`src/rtl/clk_div_pkg.sv`:
```
// Shared types and constants for the programmable clock-divider controller.
package clk_div_pkg;

  localparam int DIV_W_DEF = 8;
  localparam int MIN_DIV   = 2;

  typedef enum logic [1:0] {
    IDLE  = 2'd0,
    RUN   = 2'd1,
    DRAIN = 2'd2
  } state_t;

endpackage

```
`src/rtl/clk_div_core.sv`:
```
// Phase counter and divided-waveform generator; also flags the last cycle of each period.
module clk_div_core
  import clk_div_pkg::*;
#(
  parameter int DIV_W = DIV_W_DEF
) (
  input  logic             clk,
  input  logic             rst,
  input  logic             i_start,
  input  logic             i_stop,
  input  logic             i_active,
  input  logic [DIV_W-1:0] i_div,
  output logic             o_clk_out,
  output logic             o_tick,
  output logic             o_boundary
);

  logic [DIV_W-1:0] r_cnt;
  logic [DIV_W-1:0] w_cnt_next;
  logic             w_boundary;

  assign w_boundary = i_active && (r_cnt == (i_div - DIV_W'(1)));
  assign w_cnt_next = w_boundary ? '0 : r_cnt + DIV_W'(1);
  assign o_boundary = w_boundary;

  // A new period always opens high, since floor(N/2) >= 1 for any legal N.
  always_ff @(posedge clk) begin
    if (rst) begin
      r_cnt     <= '0;
      o_clk_out <= 1'b0;
      o_tick    <= 1'b0;
    end else if (i_start) begin
      r_cnt     <= '0;
      o_clk_out <= 1'b1;
      o_tick    <= 1'b1;
    end else if (!i_active || i_stop) begin
      r_cnt     <= '0;
      o_clk_out <= 1'b0;
      o_tick    <= 1'b0;
    end else begin
      r_cnt     <= w_cnt_next;
      o_clk_out <= (w_cnt_next < (i_div >> 1));
      o_tick    <= w_boundary;
    end
  end

endmodule

```
`src/rtl/clk_div_ctrl.sv`:
```
// Clock-divider controller: run/drain FSM plus a ratio handshake applied only at period boundaries.
// Optional period counter output enabled by defining CLK_DIV_PERIOD_CNT_EN.
module clk_div_ctrl
  import clk_div_pkg::*;
#(
  parameter int DIV_W       = DIV_W_DEF,
  parameter int DEFAULT_DIV = 2
) (
  input  logic             clk,
  input  logic             rst,
  input  logic             en,
  input  logic             cfg_valid,
  input  logic [DIV_W-1:0] cfg_div,
  output logic             cfg_ready,
  output logic             cfg_err,
  output logic             clk_out,
  output logic             tick,
  output logic             busy,
  output logic [DIV_W-1:0] div_cur
`ifdef CLK_DIV_PERIOD_CNT_EN
  ,
  output logic [15:0]      period_cnt
`endif
);

  state_t           r_state;
  logic             r_pending;
  logic [DIV_W-1:0] r_pend_div;
  logic [DIV_W-1:0] r_div_cur;
  logic             r_cfg_err;

  logic w_active;
  logic w_boundary;
  logic w_start;
  logic w_stop;
  logic w_xfer;
  logic w_bad;
  logic w_apply;

  assign w_active = (r_state != IDLE);
  assign w_start  = (r_state == IDLE) && en;
  assign w_stop   = (r_state == DRAIN) && !en && w_boundary;
  assign w_xfer   = cfg_valid && !r_pending;
  assign w_bad    = (cfg_div < DIV_W'(MIN_DIV));
  // A ratio accepted on the final DRAIN boundary lands in IDLE; flush it there.
  assign w_apply  = r_pending && (w_boundary || !w_active);

  always_ff @(posedge clk) begin
    if (rst) begin
      r_state    <= IDLE;
      r_pending  <= 1'b0;
      r_pend_div <= '0;
      r_div_cur  <= DIV_W'(DEFAULT_DIV);
      r_cfg_err  <= 1'b0;
    end else begin
      r_cfg_err <= w_xfer && w_bad;
      if (w_apply) begin
        r_div_cur <= r_pend_div;
        r_pending <= 1'b0;
      end
      if (w_xfer && !w_bad) begin
        if (!w_active) begin
          r_div_cur <= cfg_div;
        end else begin
          r_pending  <= 1'b1;
          r_pend_div <= cfg_div;
        end
      end
      case (r_state)
        IDLE:    if (en) r_state <= RUN;
        RUN:     if (!en) r_state <= DRAIN;
        DRAIN: begin
          if (en)              r_state <= RUN;
          else if (w_boundary) r_state <= IDLE;
        end
        default: r_state <= IDLE;
      endcase
    end
  end

  clk_div_core #(
    .DIV_W(DIV_W)
  ) u_core (
    .clk       (clk),
    .rst       (rst),
    .i_start   (w_start),
    .i_stop    (w_stop),
    .i_active  (w_active),
    .i_div     (r_div_cur),
    .o_clk_out (clk_out),
    .o_tick    (tick),
    .o_boundary(w_boundary)
  );

  assign cfg_ready = !r_pending;
  assign cfg_err   = r_cfg_err;
  assign busy      = w_active;
  assign div_cur   = r_div_cur;

`ifdef CLK_DIV_PERIOD_CNT_EN
  logic [15:0] r_period_cnt;

  always_ff @(posedge clk) begin
    if (rst || w_stop) begin
      r_period_cnt <= '0;
    end else if (tick) begin
      r_period_cnt <= r_period_cnt + 16'd1;
    end
  end

  assign period_cnt = r_period_cnt;
`endif

endmodule

```
`config.mk`:
```
export PLATFORM = sky130hd
export DESIGN_NAME = clk_div_ctrl
export DESIGN_NICKNAME = d
export VERILOG_FILES = /design/src/rtl/clk_div_pkg.sv /design/src/rtl/clk_div_core.sv /design/src/rtl/clk_div_ctrl.sv
export SDC_FILE = /design/constraint.sdc
export NUM_CORES = 1
export LEC_CHECK = 0
export BUFFER_PORTS_ARGS = -buffer_cell sky130_fd_sc_hd__buf_2
export CELL_PAD_IN_SITES_DETAIL_PLACEMENT = 1
export CELL_PAD_IN_SITES_GLOBAL_PLACEMENT = 1
export CORE_MARGIN = 3
export CORE_UTILIZATION = 30
export CTS_BUF_LIST = sky130_fd_sc_hd__clkbuf_16
export DETAILED_ROUTE_END_ITERATION = 6
export PLACE_DENSITY_LB_ADDON = 0.08
export SLEW_MARGIN = 20
export SYNTH_ARGS = -nofsm -noshare
export SYNTH_HDL_FRONTEND = slang
export SYNTH_SLANG_ARGS = --single-unit
```
`constraint.sdc`:
```
create_clock -name clk -period 4.2 [get_ports clk]
set_input_delay 0.84 -clock clk [delete_from_list [all_inputs] [get_ports clk]]
set_output_delay 0.84 -clock clk [all_outputs]
set_load 0.01 [all_outputs]
```
==> impl_metrics.py <==
metrics = {
    "drt": {
        "routed_via_density": 5.11,
        "drt-total-wl_um": 4870,
        "via_count": 1517,
        "first_iter_violations": 81,
        "wirelength_met1_um": 2320,
        "route.detailed.wl_per_inst_um": 16.4,
        "detailroute.wirelength.met2_um": 2310,
        "first_pass_iters": 4,
        "met3WireLength_um": 154,
        "maxUsedRoutingLayer": "met4",
        "drc_errors": 0,
        "route.antenna.remaining_nets": 0,
    },
    "clock_tree": {
        "tritoncts": "built",
        "cts_hold_buf": 0,
        "cts_buffer_depth": 2,
        "cts.repair.resized": 0,
        "cts.root.buffer_cell": "sky130_fd_sc_hd__clkbuf_16",
        "clk_pin_slew_worst_paths_ns": 0.05,
        "cts_inserted_buffers": 5,
        "cts_sinks": 30,
        "htree_levels": 2,
        "post_cts_setup_inserts": 0,
        "insertion_delay_ns": 0.27,
    },
    "timing": {
        "timing_worst_slew_pin_value_ns": 0.757,
        "finalCritPeriodShare_pct": 75.6,
        "timing.fmax_mhz": 315,
        "final_hold_viol_count": 0,
        "timing.final.setup_violations": 0,
        "max_slew_margin_pct": 49.2,
        "setup_total_negative_slack_ns": 0,
        "grt_setup_unrepaired": "no",
        "maxSlewViolCount": 0,
        "postLayoutSetupSlackWorst_ns": 1.03,
        "finalWorstPathRequiredPeriod_ns": 3.17,
        "final.setup_skew_ns": 0.00488,
    },
    "placed_design": {
        "port-buffer-count": 24,
        "gp_congestion": 0.737,
        "detailed_place_hpwl_um": 3960,
        "dp_cells": 290,
        "detailedPlace.worstSlack_ns": 0.994,
    },
    "synth": {
        "syn_area_sq_um": 1800,
        "yosysSeqAreaShare_pct": 33.4,
        "synth-main-ff-cell": "sky130_fd_sc_hd__dfxtp_1",
        "yosysTopAreaCellShare_pct": 33.4,
        "yosys_register_bits": 30,
        "synth_nets": 219,
        "netlist-cell-type-count": 43,
        "synth_top_area_cell": "sky130_fd_sc_hd__dfxtp_1",
        "ys_warn_count": 0,
        "number_of_enable_flip_flop_cells_after_synthesis": 0,
        "synthesis.area_per_instance_sq_um": 9.03,
        "syn_inst": 199,
        "ys_top_cells_by_area": "sky130_fd_sc_hd__dfxtp_1, sky130_fd_sc_hd__ha_1, sky130_fd_sc_hd__o211ai_2, sky130_fd_sc_hd__nor2_1, sky130_fd_sc_hd__mux2i_1",
        "synth-async-reset-ratio_pct": 0,
    },
    "critical_path": {
        "critPathMaxFanout": 16,
        "cp.required_ns": 4.38,
        "cp_launch_type": "flip-flop",
        "critical_path_class": "flip-flop to flip-flop",
        "critical_path_arrival_ns": 3.36,
        "crit_path_end_kind": "flip-flop",
    },
    "floorplanning": {
        "fp.dieArea_sq_um": 6950,
        "die_height_um": 83.4,
        "ioPinCount": 25,
        "placement_row_count": 27,
        "core_sq_um": 5640,
        "die_width_um": 83.4,
        "initial_cell_density_of_the_core_pct": 31.8,
    },
    "global_route": {
        "antenna_found_initial": 0,
        "globalRouteTotalUtil_pct": 15.0,
        "grt_pass1_wl_um": 8330,
        "grt_overflow_total": 0,
        "grt_pass1_vias": 1621,
        "grt_start_max_net_pins": 18,
    },
    "pwr": {
        "total_leakage_power_nw": 0.865,
        "power.density_cell_area_nw_per_um2": 363,
        "max-vdd-ir-drop_uv": 155,
    },
    "run_status": {
        "status": "completed",
    },
    "worst_hold_path": {
        "min-delay-path-class": "flip-flop to flip-flop",
    },
    "job": {
        "timing.max_cap.violations": 0,
    },
    "finish": {
        "final_core_utilization_pct": 37.6,
        "drive_gt1_share_pct": 24.9,
        "area_growth_syn_to_layout_pct": 18.1,
        "mostFrequentLayoutCells": "sky130_fd_sc_hd__dfxtp_1, sky130_fd_sc_hd__buf_2, sky130_fd_sc_hd__nor2_1, sky130_fd_sc_hd__nand2_1, sky130_fd_sc_hd__inv_1",
        "most_frequent_standard_cell_in_the_layout_excluding_fill_and_tap_cells": "sky130_fd_sc_hd__dfxtp_1",
        "insertedDiodeCount": 0,
        "nets": 245,
        "instances_no_fill": 297,
    },
}
-- synth_stat cells (2+ instances only) --
library cell                count
sky130_fd_sc_hd__nand2_1       20
sky130_fd_sc_hd__nor2b_1        2
sky130_fd_sc_hd__buf_1          2
sky130_fd_sc_hd__nor4_1         2
sky130_fd_sc_hd__a21oi_1        6
sky130_fd_sc_hd__clkbuf_1       3
sky130_fd_sc_hd__o211ai_2       7
sky130_fd_sc_hd__a2111oi_4      2
sky130_fd_sc_hd__o21ai_0        3
sky130_fd_sc_hd__nor3b_1        5
sky130_fd_sc_hd__inv_1         13
sky130_fd_sc_hd__xor2_1         7
sky130_fd_sc_hd__dfxtp_1       30
sky130_fd_sc_hd__nand2b_1       4
sky130_fd_sc_hd__mux2i_1        8
sky130_fd_sc_hd__nor3_1        12
sky130_fd_sc_hd__a211o_1        2
sky130_fd_sc_hd__o211ai_1       7
sky130_fd_sc_hd__nand3_1        4
sky130_fd_sc_hd__xnor2_1        6
sky130_fd_sc_hd__buf_2          2
sky130_fd_sc_hd__and3_2         3
sky130_fd_sc_hd__nor2_1        22
sky130_fd_sc_hd__ha_1           8
-- worst max-delay path, stage by stage (launching register included) --
cell,delay [ns]
sky130_fd_sc_hd__dfxtp_1,0.46
sky130_fd_sc_hd__inv_1,0.08
sky130_fd_sc_hd__ha_1,0.32
sky130_fd_sc_hd__xnor2_1,0.14
sky130_fd_sc_hd__a211oi_2,0.16
sky130_fd_sc_hd__o221ai_2,0.19
sky130_fd_sc_hd__a2111oi_4,0.34
sky130_fd_sc_hd__buf_4,0.25
sky130_fd_sc_hd__nor2b_1,0.08
sky130_fd_sc_hd__ha_1,0.19
sky130_fd_sc_hd__nor4_1,0.38
sky130_fd_sc_hd__a211o_1,0.19
sky130_fd_sc_hd__a21oi_1,0.04
sky130_fd_sc_hd__o32ai_1,0.27
-- per-layer routing --
metal  track usage, %  vias up
li1                 -      758
met1             19.5      729
met2             24.3       25
met3             2.78        5
met4             6.24        0
met5                0        -
-- final cells by class --
cell class	instances	area, sq um
clock buffer	5	125
clock inverter	2	7.51
fill	667	3520
inverter	13	48.8
multi-input combinational	148	1110
sequential	30	601
tap	72	90.1
timing repair buffer	27	143
-- sequential cells by signal, summed over array words and instances, names as in the netlist --
register	cells
div_cur	8
r_pend_div	8
u_core.r_cnt	8
r_state	2
cfg_err	1
r_pending	1
u_core.o_clk_out	1
u_core.o_tick	1
-- per-stage QoR --
stage,power (mW),hold WS [ns],instance area (sq um)
after floorplan,0.411,0.442,1800
after global placement,0.447,0.457,1990
after detailed placement,0.454,0.488,1990
after CTS,0.788,0.498,2120
after global routing,0.814,0.516,2120
final,0.771,0.487,2120
-- cell families after synthesis --
kind of cell,Yosys count,share of synthesized area (%)
compound gates,40,22.9
xor+xnor,13,6.34
simple gates,79,22.4
flops,30,33.4
mux,8,4.46
fa+ha+maj,8,5.57
buf+inv,21,4.94
-- final timing paths --
| check | start | end | slack (ns) | cells after the start |
|---|---|---|---|---|
| setup reg to reg | div_cur[0]$_SDFF_PP0_ | u_core.o_clk_out$_SDFF_PP0_ | 1.03 | 13 |
| hold / removal | r_state[1]$_SDFFE_PP0P_ | r_state[0]$_SDFFE_PP0P_ | 0.49 | 1 |
| setup / recovery | div_cur[0]$_SDFF_PP0_ | u_core.o_clk_out$_SDFF_PP0_ | 1.03 | 13 |
| hold reg to reg | r_state[1]$_SDFFE_PP0P_ | r_state[0]$_SDFFE_PP0P_ | 0.49 | 1 |
-- power breakdown --
| group | switching [mW] | internal (mW) |
|---|---|---|
| registers | 0.0153 | 0.298 |
| clock network | 0.114 | 0.211 |
| logic | 0.0777 | 0.0549 |
Power figures use the tool's default switching activity.
